### src/rtl/register_file_sb.sv
// Multi-port register file with per-register busy scoreboard and write-through bypass.
// Issue reserves destinations; writeback stores data and clears the busy bit.
module register_file_sb #(
    parameter int unsigned W        = 32,
    parameter int unsigned AW       = 3,
    parameter bit          ZERO_REG = 1'b0
) (
    input  logic          clk,
    input  logic          reset,
    input  logic          we_i,
    input  logic [AW-1:0] wa_i,
    input  logic [W-1:0]  wd_i,
    input  logic          rsv_en_i,
    input  logic [AW-1:0] rsv_addr_i,
    input  logic [AW-1:0] rs1_i,
    input  logic [AW-1:0] rs2_i,
    output logic [W-1:0]  rd1_o,
    output logic [W-1:0]  rd2_o,
    output logic          busy1_o,
    output logic          busy2_o,
    output logic [AW:0]   busy_cnt_o
);

    localparam int unsigned N = 2 ** AW;

    logic [W-1:0] regs_q [N];
    logic [N-1:0] busy_q, busy_d;
    logic [AW:0]  busy_cnt_q, busy_cnt_d;
    logic         wr_ok, rsv_ok;
    logic         zero1, zero2, hit1, hit2;

    // Register 0 swallows writes and reservations when hard-wired to zero.
    assign wr_ok  = we_i & ~reset & ~(ZERO_REG & (wa_i == '0));
    assign rsv_ok = rsv_en_i & ~reset & ~(ZERO_REG & (rsv_addr_i == '0));

    // Reserve is applied after the writeback clear so a newer producer wins.
    always_comb begin
        busy_d = busy_q;
        if (wr_ok) begin
            busy_d[wa_i] = 1'b0;
        end
        if (rsv_ok) begin
            busy_d[rsv_addr_i] = 1'b1;
        end
        busy_cnt_d = '0;
        for (int unsigned i = 0; i < N; i++) begin
            busy_cnt_d = busy_cnt_d + (AW + 1)'(busy_d[i]);
        end
    end

    always_ff @(posedge clk) begin
        if (reset) begin
            for (int unsigned i = 0; i < N; i++) begin
                regs_q[i] <= '0;
            end
            busy_q     <= '0;
            busy_cnt_q <= '0;
        end else begin
            if (wr_ok) begin
                regs_q[wa_i] <= wd_i;
            end
            busy_q     <= busy_d;
            busy_cnt_q <= busy_cnt_d;
        end
    end

    always_comb begin
        zero1 = ZERO_REG & (rs1_i == '0);
        zero2 = ZERO_REG & (rs2_i == '0);
        hit1  = we_i & ~reset & (wa_i == rs1_i);
        hit2  = we_i & ~reset & (wa_i == rs2_i);

        rd1_o   = zero1 ? '0 : (hit1 ? wd_i : regs_q[rs1_i]);
        rd2_o   = zero2 ? '0 : (hit2 ? wd_i : regs_q[rs2_i]);
        busy1_o = ~zero1 & busy_q[rs1_i] & ~hit1;
        busy2_o = ~zero2 & busy_q[rs2_i] & ~hit2;
    end

    assign busy_cnt_o = busy_cnt_q;

endmodule

### config.mk
export PLATFORM = sky130hd
export DESIGN_NAME = register_file_sb
export DESIGN_NICKNAME = d
export VERILOG_FILES = /design/src/rtl/register_file_sb.sv
export SDC_FILE = /design/constraint.sdc
export NUM_CORES = 1
export LEC_CHECK = 0
export BUFFER_PORTS_ARGS = -buffer_cell sky130_fd_sc_hd__buf_2
export CAP_MARGIN = 20
export CORE_MARGIN = 2
export CORE_UTILIZATION = 60
export DETAILED_ROUTE_END_ITERATION = 8
export GPL_TIMING_DRIVEN = 0
export PLACE_DENSITY = 0.88
export RECOVER_POWER = 50
export SETUP_SLACK_MARGIN = 0.02
export SYNTH_ARGS = -nofsm -noshare
export SYNTH_HDL_FRONTEND = slang
export SYNTH_SLANG_ARGS = --single-unit
### constraint.sdc
create_clock -name clk -period 8 [get_ports clk]
set_input_delay 0.4 -clock clk [delete_from_list [all_inputs] [get_ports clk]]
set_output_delay 0.4 -clock clk [all_outputs]
set_load 0.005 [all_outputs]
# ---- After elaboration in Yosys (flattened, before gate mapping)
# Memories as Yosys holds them, arrays and structs flattened.
# Cells that the tools add are included.
dict set report totals {
  mem_count 1
  regBits 12
  wordCells 53
  out_inout_bits 70
  ram_bits 256
}
dict set report op_classes {
  addsub 7
  magnitude_cmp 6
  reduce_logical 3
  bitwise_logic 12
  n_eq_ne 2
  mux 20
}
# memory depth width read_ports rd_ports_with_merged_regs write_ports line
set memory_table {}
lappend memory_table {regs_q 8 32 2 0 8 26} ;# logic [W-1:0] regs_q [N];
# op count
set ops {}
lappend ops {{$mux 32} 3}
lappend ops {{$reduce_or 32->1} 1}
lappend ops {{$add 4x1->4} 4}
lappend ops {{$lt 3x4->1 const B} 4}
lappend ops {{$mux 8} 2}
lappend ops {{$mux 1} 10}
lappend ops {{$and 8x8->8} 1}
lappend ops {{$not 8->8} 1}
lappend ops {{$or 8x8->8} 1}
lappend ops {{$and 1x1->1} 6}
lappend ops {{$bmux 1 s3} 2}
lappend ops {{$demux 1 s3} 2}
lappend ops {{$eq 3x3->1} 2}
lappend ops {{$ge 3x1->1 const B} 2}
lappend ops {{$add 3x1->4} 1}
lappend ops {{$add 2x1->3} 1}
lappend ops {{$mux 3} 1}
lappend ops {{$not 1->1} 3}
lappend ops {{$add 1x1->2} 1}
lappend ops {{$logic_and 1x1->1} 2}

# ---- Logic depth before layout (Yosys ltp)
# Gate-level depths: netlist of the first run.
dict set report depth {
  depth_word 16
  mapped_depth 14
  ltp_nobuf 13
}

# ---- Least setup slack after synthesis of the first run
# No wires, ideal clock.
dict set report synth_path {
  path_kind {input -> register}
  from {input port wa_i[1]}
  to {register busy_cnt_q[2], in the netlist busy_cnt_o[2]}
  path_buffers 1
  slack_ns 4.254
  setup_time_ns 0.128
  arrival_ns 3.619
  stages 14
  path_cell_list {or3b_1 clkbuf_1 o31ai_1 nand2_1 fa_1 inv_1 fa_1 fa_1 inv_1 ha_1 inv_1 fa_1 xor2_1 nor2_1}
}
dict set report synth_between {
  elab_chain_cells 16
  elab_cells_between_ends 17
  classes_between {add/sub: 7; order compare: 2; mux: 4; bitwise: 3; reduce/logical: 1}
}
# element line
set synth_rtl {}
lappend synth_rtl {{start: declaration} 11} ;# input logic [AW-1:0] wa_i,
lappend synth_rtl {{$lt 3x4->1 (implied by the code) / $ge 3x1->1 (equally long branches)} 40} ;# busy_d[wa_i] = 1'b0;
lappend synth_rtl {{$logic_and 1x1->1 (implied by the code)} 40}
lappend synth_rtl {{$mux 1 (implied by the code)} 40}
lappend synth_rtl {{$demux 1 s3 (*)} 40}
lappend synth_rtl {{$not 8->8 (no line) (*)} -}
lappend synth_rtl {{$and 8x8->8 (no line) (*)} -}
lappend synth_rtl {{$mux 8 (*)} 39} ;# if (wr_ok) begin
lappend synth_rtl {{$or 8x8->8 (no line)} -}
lappend synth_rtl {{$mux 8 (*)} 42} ;# if (rsv_ok) begin
lappend synth_rtl {{via busy_d[0]} 27} ;# logic [N-1:0] busy_q, busy_d;
lappend synth_rtl {{$add 1x1->2 (*)} 47} ;# busy_cnt_d = busy_cnt_d + (AW + 1)'(busy_d[i]);
lappend synth_rtl {{$add 2x1->3 (*)} 47}
lappend synth_rtl {{$add 3x1->4 (*)} 47}
lappend synth_rtl {{$add 4x1->4 (*) (4 in series)} 47}
lappend synth_rtl {{end signal: assignment} 63} ;# busy_cnt_q <= busy_cnt_d;
lappend synth_rtl {{end: declaration} 28} ;# logic [AW:0] busy_cnt_q, busy_cnt_d;
# The timed path passes the listed nets; every way through them passes the cells marked *.
# A chain may end at the register's enable or synchronous reset.

==> flow_metrics.env, run 1 <==
export IMPL_hold_violations=0
export IMPL_vias_per_cell=6.53
export IMPL_internal_power_w=0.00275
export IMPL_routedWlPerCell_um=27.5
export IMPL_postCtsSetupBuffers=0
export IMPL_fmax_mhz=273
export IMPL_ys_types=34
export IMPL_ctsLongestPathBuffers=3
export IMPL_drive_gt1_frac=0.396
export IMPL_total_power_w=0.00356
export IMPL_path_clk_slew_ns=0.06
export IMPL_synth_nets=1002
export IMPL_worst_pin_slew_ns=2.21
export IMPL_seq_power_share=0.469
export IMPL_fin_nets=1143
export IMPL_cts_hold_buf=0
export IMPL_m1WireLength_um=13900
export IMPL_min_delay_path_depth=3
export IMPL_comb_power_share=0.144
export IMPL_post_cts_resized=0
export IMPL_status="complete, but fails checks"
export IMPL_switching_share=0.228
export IMPL_die_y_um=163
export IMPL_multi_input_area_mm2=0.00678
export IMPL_p_leak_nw=6.18
export IMPL_setup_viol=0
export IMPL_switchingPower_w=0.000810
export IMPL_maxCapViolations=2
export IMPL_avgSynthCellArea_um2=16.0
export IMPL_grt_pass1_vias=9841
export IMPL_first_iter_violations=1185
export IMPL_clock_latency_ns=0.55
export IMPL_cts_tree="yes"
export IMPL_rows=58
export IMPL_worstPathRequired_ns=8.12
export IMPL_ys_warnings_count=0
export IMPL_top_layer="met4"
export IMPL_power_density_mw_per_mm2=208
export IMPL_grt_overflow=0
export IMPL_totalWireLength_um=39600
export IMPL_holdWs_ns=0.183
export IMPL_ys_ff_latch=268
export IMPL_drv_slew=45
export IMPL_synth_cell_area_mm2=0.0152
export IMPL_drt_pass1_iter_count=5
export IMPL_violations="max-capacitance violations, max-slew violations"
export IMPL_hold_path_class="primary input to flop"
export IMPL_cts_max_level=1
export IMPL_clkPwrFrac=0.387
export IMPL_grt_pass1_wl_um=58800
export IMPL_drc=0
export IMPL_core_area_mm2=0.0250
export IMPL_io_pins=118
export IMPL_via_count=9416
export IMPL_numCtsBuffers=28
export IMPL_grt_max_degree=33
export IMPL_final_common_cell="edfxtp_1"
export IMPL_syn2layout_area_growth_pct=12.8
export IMPL_portBuffers=109
export IMPL_startpoint_type="primary input"
export IMPL_slew_headroom=-0.472
export IMPL_worstReg2RegStart="busy_q[0]$_SDFF_PP0_"
export IMPL_yosysSeqAreaShare=0.523
export IMPL_detailed_place_area_mm2=0.0161
export IMPL_dr_wl_met3_um=4030
export IMPL_finalInstanceArea_mm2=0.0171
export IMPL_antenna_left=0
export IMPL_irDropWorstVdd_v=0.000219
export IMPL_rsz0062_at_grt="false"
export IMPL_cts_sinks=268
export IMPL_min_period_ns=3.66
export IMPL_period_share=0.457
export IMPL_tns_ns=0
export IMPL_die_w_um=163
export IMPL_grt_usage=0.305
export IMPL_end_kind="flop"
export IMPL_synthCells=947
export IMPL_skew_ns=0.00692
export IMPL_crit_type="primary input to flop"
export IMPL_dieArea_mm2=0.0266
export IMPL_met2_length_um=20000
export IMPL_cts_root_buf="clkbuf_16"
export IMPL_start_util=0.607
export IMPL_fillers=1607
export IMPL_r2r_cells=12
export IMPL_cp_startpoint="reset"
export IMPL_routabilityCongestion=0.893
export IMPL_crit_arrival_ns=3.78
export IMPL_critPathMaxFanout=24
export IMPL_antenna_found_initial=0
export IMPL_final_util=0.685
export IMPL_seqCellArea_mm2=0.00793
export IMPL_holdCritStartpoint="rsv_addr_i[1]"
export IMPL_final_cell_mix="256 x edfxtp_1, 132 x and2_1, 132 x mux4_2, 130 x and2_0, 119 x buf_2"
export IMPL_dp_hpwl_um=24400
[stage by stage]
| stage | setup WS [ns] | instances |
|---|---|---|
| CTS | 4.39 | 1438 |
| global route | 4.17 | 1440 |
| global placement | 3.90 | 1386 |
| finish | 4.34 | 1441 |
| floorplan | 4.25 | 947 |
| detailed placement | 3.84 | 1386 |
[per-layer routing]
metal / vias up / GRT usage
met5: - / 0
met1: 4702 / 0.394
met2: 663 / 0.514
met4: 0 / 0.130
li1: 3917 / -
met3: 134 / 0.0540
[worst max-delay path, cell delays in order]
cell and delay [ns]:
clkbuf_1 0.14, nand3b_1 0.39, nor2_1 0.48, or2_0 0.70
clkbuf_1 1.64
[cell families (layout without fill, tap and decap cells)]
group | count (synthesis) | in the layout | synth area share
AND/OR/NAND/NOR | 307 | 307 | 0.124
flip-flops | 268 | 268 | 0.523
multiplexers | 262 | 262 | 0.305
buffers and inverters | 79 | 242 | 0.0301
AO/OA/AOI/OAI | 17 | 17 | 0.00594
adder cells (fa/ha/maj) | 7 | 7 | 0.00776
XOR/XNOR | 7 | 7 | 0.00404
other | 0 | 1 | 0
[area by class of cell]
cell class	instances	area share
sequential	268	0.463
multi-input combinational	600	0.396
clock buffer	43	0.0490
timing repair buffer	111	0.0323
buffer	73	0.0254
tap	330	0.0241
clock inverter	9	0.00819
inverter	6	0.00132
antenna	1	0.000146
[flip-flops by register name (all words and copies together), names as in the netlist]
signal / count
regs_q: 256
busy_q: 8
busy_cnt_o: 4
[synth_stat cells]
master	count	area (um2)
and2_1	262	1640
edfxtp_1	256	7690
mux4_2	132	2970
mux2_2	78	878
mux2_4	52	781
clkbuf_1	46	173
dfxtp_1	12	240
buf_2	11	55.1
nand2_1	11	41.3
a21oi_1	9	45.0
nor2_1	9	33.8
or2_2	8	50.1
buf_12	6	120
inv_1	6	22.5
o21ai_0	6	30.0
xnor2_1	6	52.6
fa_1	4	80.1
nor2b_1	4	25.0
buf_1	3	11.3
buf_4	3	22.5
ha_1	3	37.5
buf_6	2	22.5
buf_8	2	30.0
nand2b_1	2	12.5
nand3_1	2	10.0
nand4_1	2	12.5
nor3b_1	2	15.0
o31ai_1	2	15.0
and3b_1	1	8.76
nand3b_1	1	7.51
nor3_1	1	5.00
nor3_2	1	10.0
or3b_1	1	8.76
xor2_1	1	8.76
[power groups by stage]
stage / registers, W / logic, W / clock network [W]
floorplan: 0.00168 / 0.000342 / 0
global placement: 0.00169 / 0.000498 / 0
detailed placement: 0.00170 / 0.000506 / 0
CTS: 0.00167 / 0.000509 / 0.00138
global route: 0.00168 / 0.000541 / 0.00143
finish: 0.00167 / 0.000511 / 0.00138
[final timing paths]
kind / endpoint / slack, ns
setup reg to reg: busy_cnt_o[2]$_SDFF_PP0_ / 4.87
hold / removal: busy_q[6]$_SDFF_PP0_ / 0.18
setup / recovery: regs_q[7][19]$_SDFFCE_PN0P_ / 4.34
hold reg to reg: busy_q[6]$_SDFF_PP0_ / 0.53
(Power assumes the default switching activity.)
==> run 2: changes to the inputs <==
--- a/config.mk
+++ b/config.mk
@@ -8,10 +8,10 @@
 export BUFFER_PORTS_ARGS = -buffer_cell sky130_fd_sc_hd__buf_2
 export CAP_MARGIN = 20
 export CORE_MARGIN = 2
-export CORE_UTILIZATION = 60
+export CORE_UTILIZATION = 55
 export DETAILED_ROUTE_END_ITERATION = 8
 export GPL_TIMING_DRIVEN = 0
-export PLACE_DENSITY = 0.88
+export PLACE_DENSITY = 0.85
 export RECOVER_POWER = 50
 export SETUP_SLACK_MARGIN = 0.02
 export SYNTH_ARGS = -nofsm -noshare
==> constraint.sdc (replaced) <==
create_clock -name clk -period 2.9 [get_ports clk]
set_input_delay 0.145 -clock clk [delete_from_list [all_inputs] [get_ports clk]]
set_output_delay 0.145 -clock clk [all_outputs]
set_load 0.005 [all_outputs]
==> run 2 against run 1 <==
Net effect: the flow finishes with violations (negative setup slack); critical path depth up 7; worst hold slack lost 0.17 ns; die area rose by 8.9%; critical path type is now flop to flop; highest routed layer is now met5.
==> flow_metrics.env, run 2 (same netlist as run 1, synthesis figures left out) <==
export IMPL_fmax_mhz=344
export IMPL_cts_root_buf="clkbuf_16"
export IMPL_hold_violations=0
export IMPL_power_density_mw_per_mm2=556
export IMPL_p_leak_nw=6.22
export IMPL_antenna_left=0
export IMPL_core_area_mm2=0.0270
export IMPL_cts_sinks=268
export IMPL_drive_gt1_frac=0.400
export IMPL_antenna_cells=0
export IMPL_rsz0062_at_grt="true"
export IMPL_maxCapViolations=0
export IMPL_irDropWorstVdd_v=0.000552
export IMPL_grt_pass1_vias=10100
export IMPL_tns_ns=-0.0104
export IMPL_totalWireLength_um=41000
export IMPL_final_cell_mix="256 x edfxtp_1, 153 x and2_0, 132 x mux4_2, 115 x buf_2, 109 x and2_1"
export IMPL_pre_cts_slack_ns=-0.611
export IMPL_status="complete, but fails checks"
export IMPL_drc=0
export IMPL_use_met3=0.0458
export IMPL_start_util=0.561
export IMPL_end_kind="flop"
export IMPL_skew_ns=0.0127
export IMPL_crit_arrival_ns=3.35
export IMPL_routedWlPerCell_um=27.8
export IMPL_setup_ws_ns=-0.0104
export IMPL_top_usage_layer="met2"
export IMPL_ctsLongestPathBuffers=3
export IMPL_drt_pass1_iter_count=5
export IMPL_syn2layout_area_growth_pct=14.5
export IMPL_largest_reg_flops=256
export IMPL_fin_nets=1169
export IMPL_via_count=9577
export IMPL_first_iter_violations=1053
export IMPL_grt_pass1_wl_um=60900
export IMPL_grt_overflow=0
export IMPL_dp_hpwl_um=25000
export IMPL_grt_usage=0.289
export IMPL_cts_tree="yes"
export IMPL_numCtsBuffers=28
export IMPL_hold_path_class="primary input to flop"
export IMPL_crit_type="flop to flop"
export IMPL_die_y_um=170
export IMPL_use_met1=0.366
export IMPL_min_period_ns=2.91
export IMPL_rows=60
export IMPL_grt_max_degree=33
export IMPL_worst_pin_slew_ns=1.16
export IMPL_path_clk_slew_ns=0.07
export IMPL_critPathMaxFanout=2
export IMPL_final_common_cell="edfxtp_1"
export IMPL_worstPathRequired_ns=3.34
export IMPL_largest_register="regs_q"
export IMPL_vias_per_cell=6.50
export IMPL_grtUsageMet2=0.490
export IMPL_drv_slew=0
export IMPL_period_share=1.00
export IMPL_io_pins=118
export IMPL_slew_headroom=0.228
export IMPL_startpoint_type="flop"
export IMPL_die_w_um=170
export IMPL_cts_max_level=1
export IMPL_clock_latency_ns=0.55
export IMPL_routabilityCongestion=0.869
export IMPL_setup_viol=1
export IMPL_portBuffers=109
export IMPL_antenna_found_initial=1
export IMPL_dieArea_mm2=0.0289
export IMPL_violations="negative setup slack"
[run 2: cell count changes in the layout (fill, tap and decap cells not counted), sizes merged]
cell,change
buf,+2
inv,+1
clkinvlp,+1
diode,-1
bufinv,-1
clkinv,+5
dlygate4sd3,+24
clkbuf,-9
[run 2: critical path, stage by stage (launching register included)]
cell,delay (ns)
dfxtp_2,0.33
o21ai_2,0.06
nand2_1,0.10
fa_1,0.50
inv_1,0.05
fa_1,0.50
fa_1,0.44
inv_2,0.09
ha_4,0.13
inv_2,0.03
fa_2,0.33
xor2_1,0.17
nor2_1,0.05
[run 2: layout make-up]
type | count | area, um2
buffer | 73 | 447
clock buffer | 34 | 744
clock inverter | 15 | 153
fill | 1898 | 9660
inverter | 6 | 22.5
multi-input combinational | 600 | 6820
sequential | 268 | 7930
tap | 341 | 427
timing repair buffer | 137 | 815
[run 2: timing repair]
action                     4_1_cts  5_1_grt
hold endpoints to repair        73        0
hold buffers                    24        0
cloned                           0        0
gates resized for setup          4       10
buffers inserted                 2        1
setup endpoints to repair        2        2
pin swaps                        6        4
[run 2: path summary, 6_finish.rpt]
check                           slack, ns                     endpoint  cells after the start            startpoint
worst max-delay path                -0.01     busy_cnt_o[2]$_SDFF_PP0_                     12  busy_q[3]$_SDFF_PP0_
worst min-delay path                 0.01  regs_q[5][21]$_SDFFCE_PN0P_                      2              wd_i[21]
worst max register to register      -0.01     busy_cnt_o[2]$_SDFF_PP0_                     12  busy_q[3]$_SDFF_PP0_
worst min register to register       0.50         busy_q[1]$_SDFF_PP0_                      2  busy_q[1]$_SDFF_PP0_
[run 2: per-layer routing]
metal	wire length (um)	share of wire	vias to the layer above
li1	-	-	3956
met1	15100	0.37	4870
met2	20500	0.50	607
met3	3500	0.085	142
met4	1970	0.048	2
met5	12	0.00029	-
[run 2: power breakdown]
| group | switching [W] | internal (W) |
|---|---|---|
| combinational | 0.000657 | 0.000789 |
| clock | 0.00151 | 0.00208 |
| sequential | 0.000131 | 0.00449 |
| total | 0.00230 | 0.00736 |
[run 2: metrics by stage]
step	cell area (um2)	total power, W	util	cells	hold slack [ns]
6_report	17400	0.00966	0.642	1474	0.0120
5_1_grt	17400	0.00989	0.642	1474	0.0264
4_1_cts	17300	0.00964	0.642	1472	0.000465
3_5_place_dp	16200	0.00608	0.599	1397	0.469
3_3_place_gp	16200	0.00604	0.599	1397	0.470
2_1_floorplan	15200	0.00557	-	947	0.308
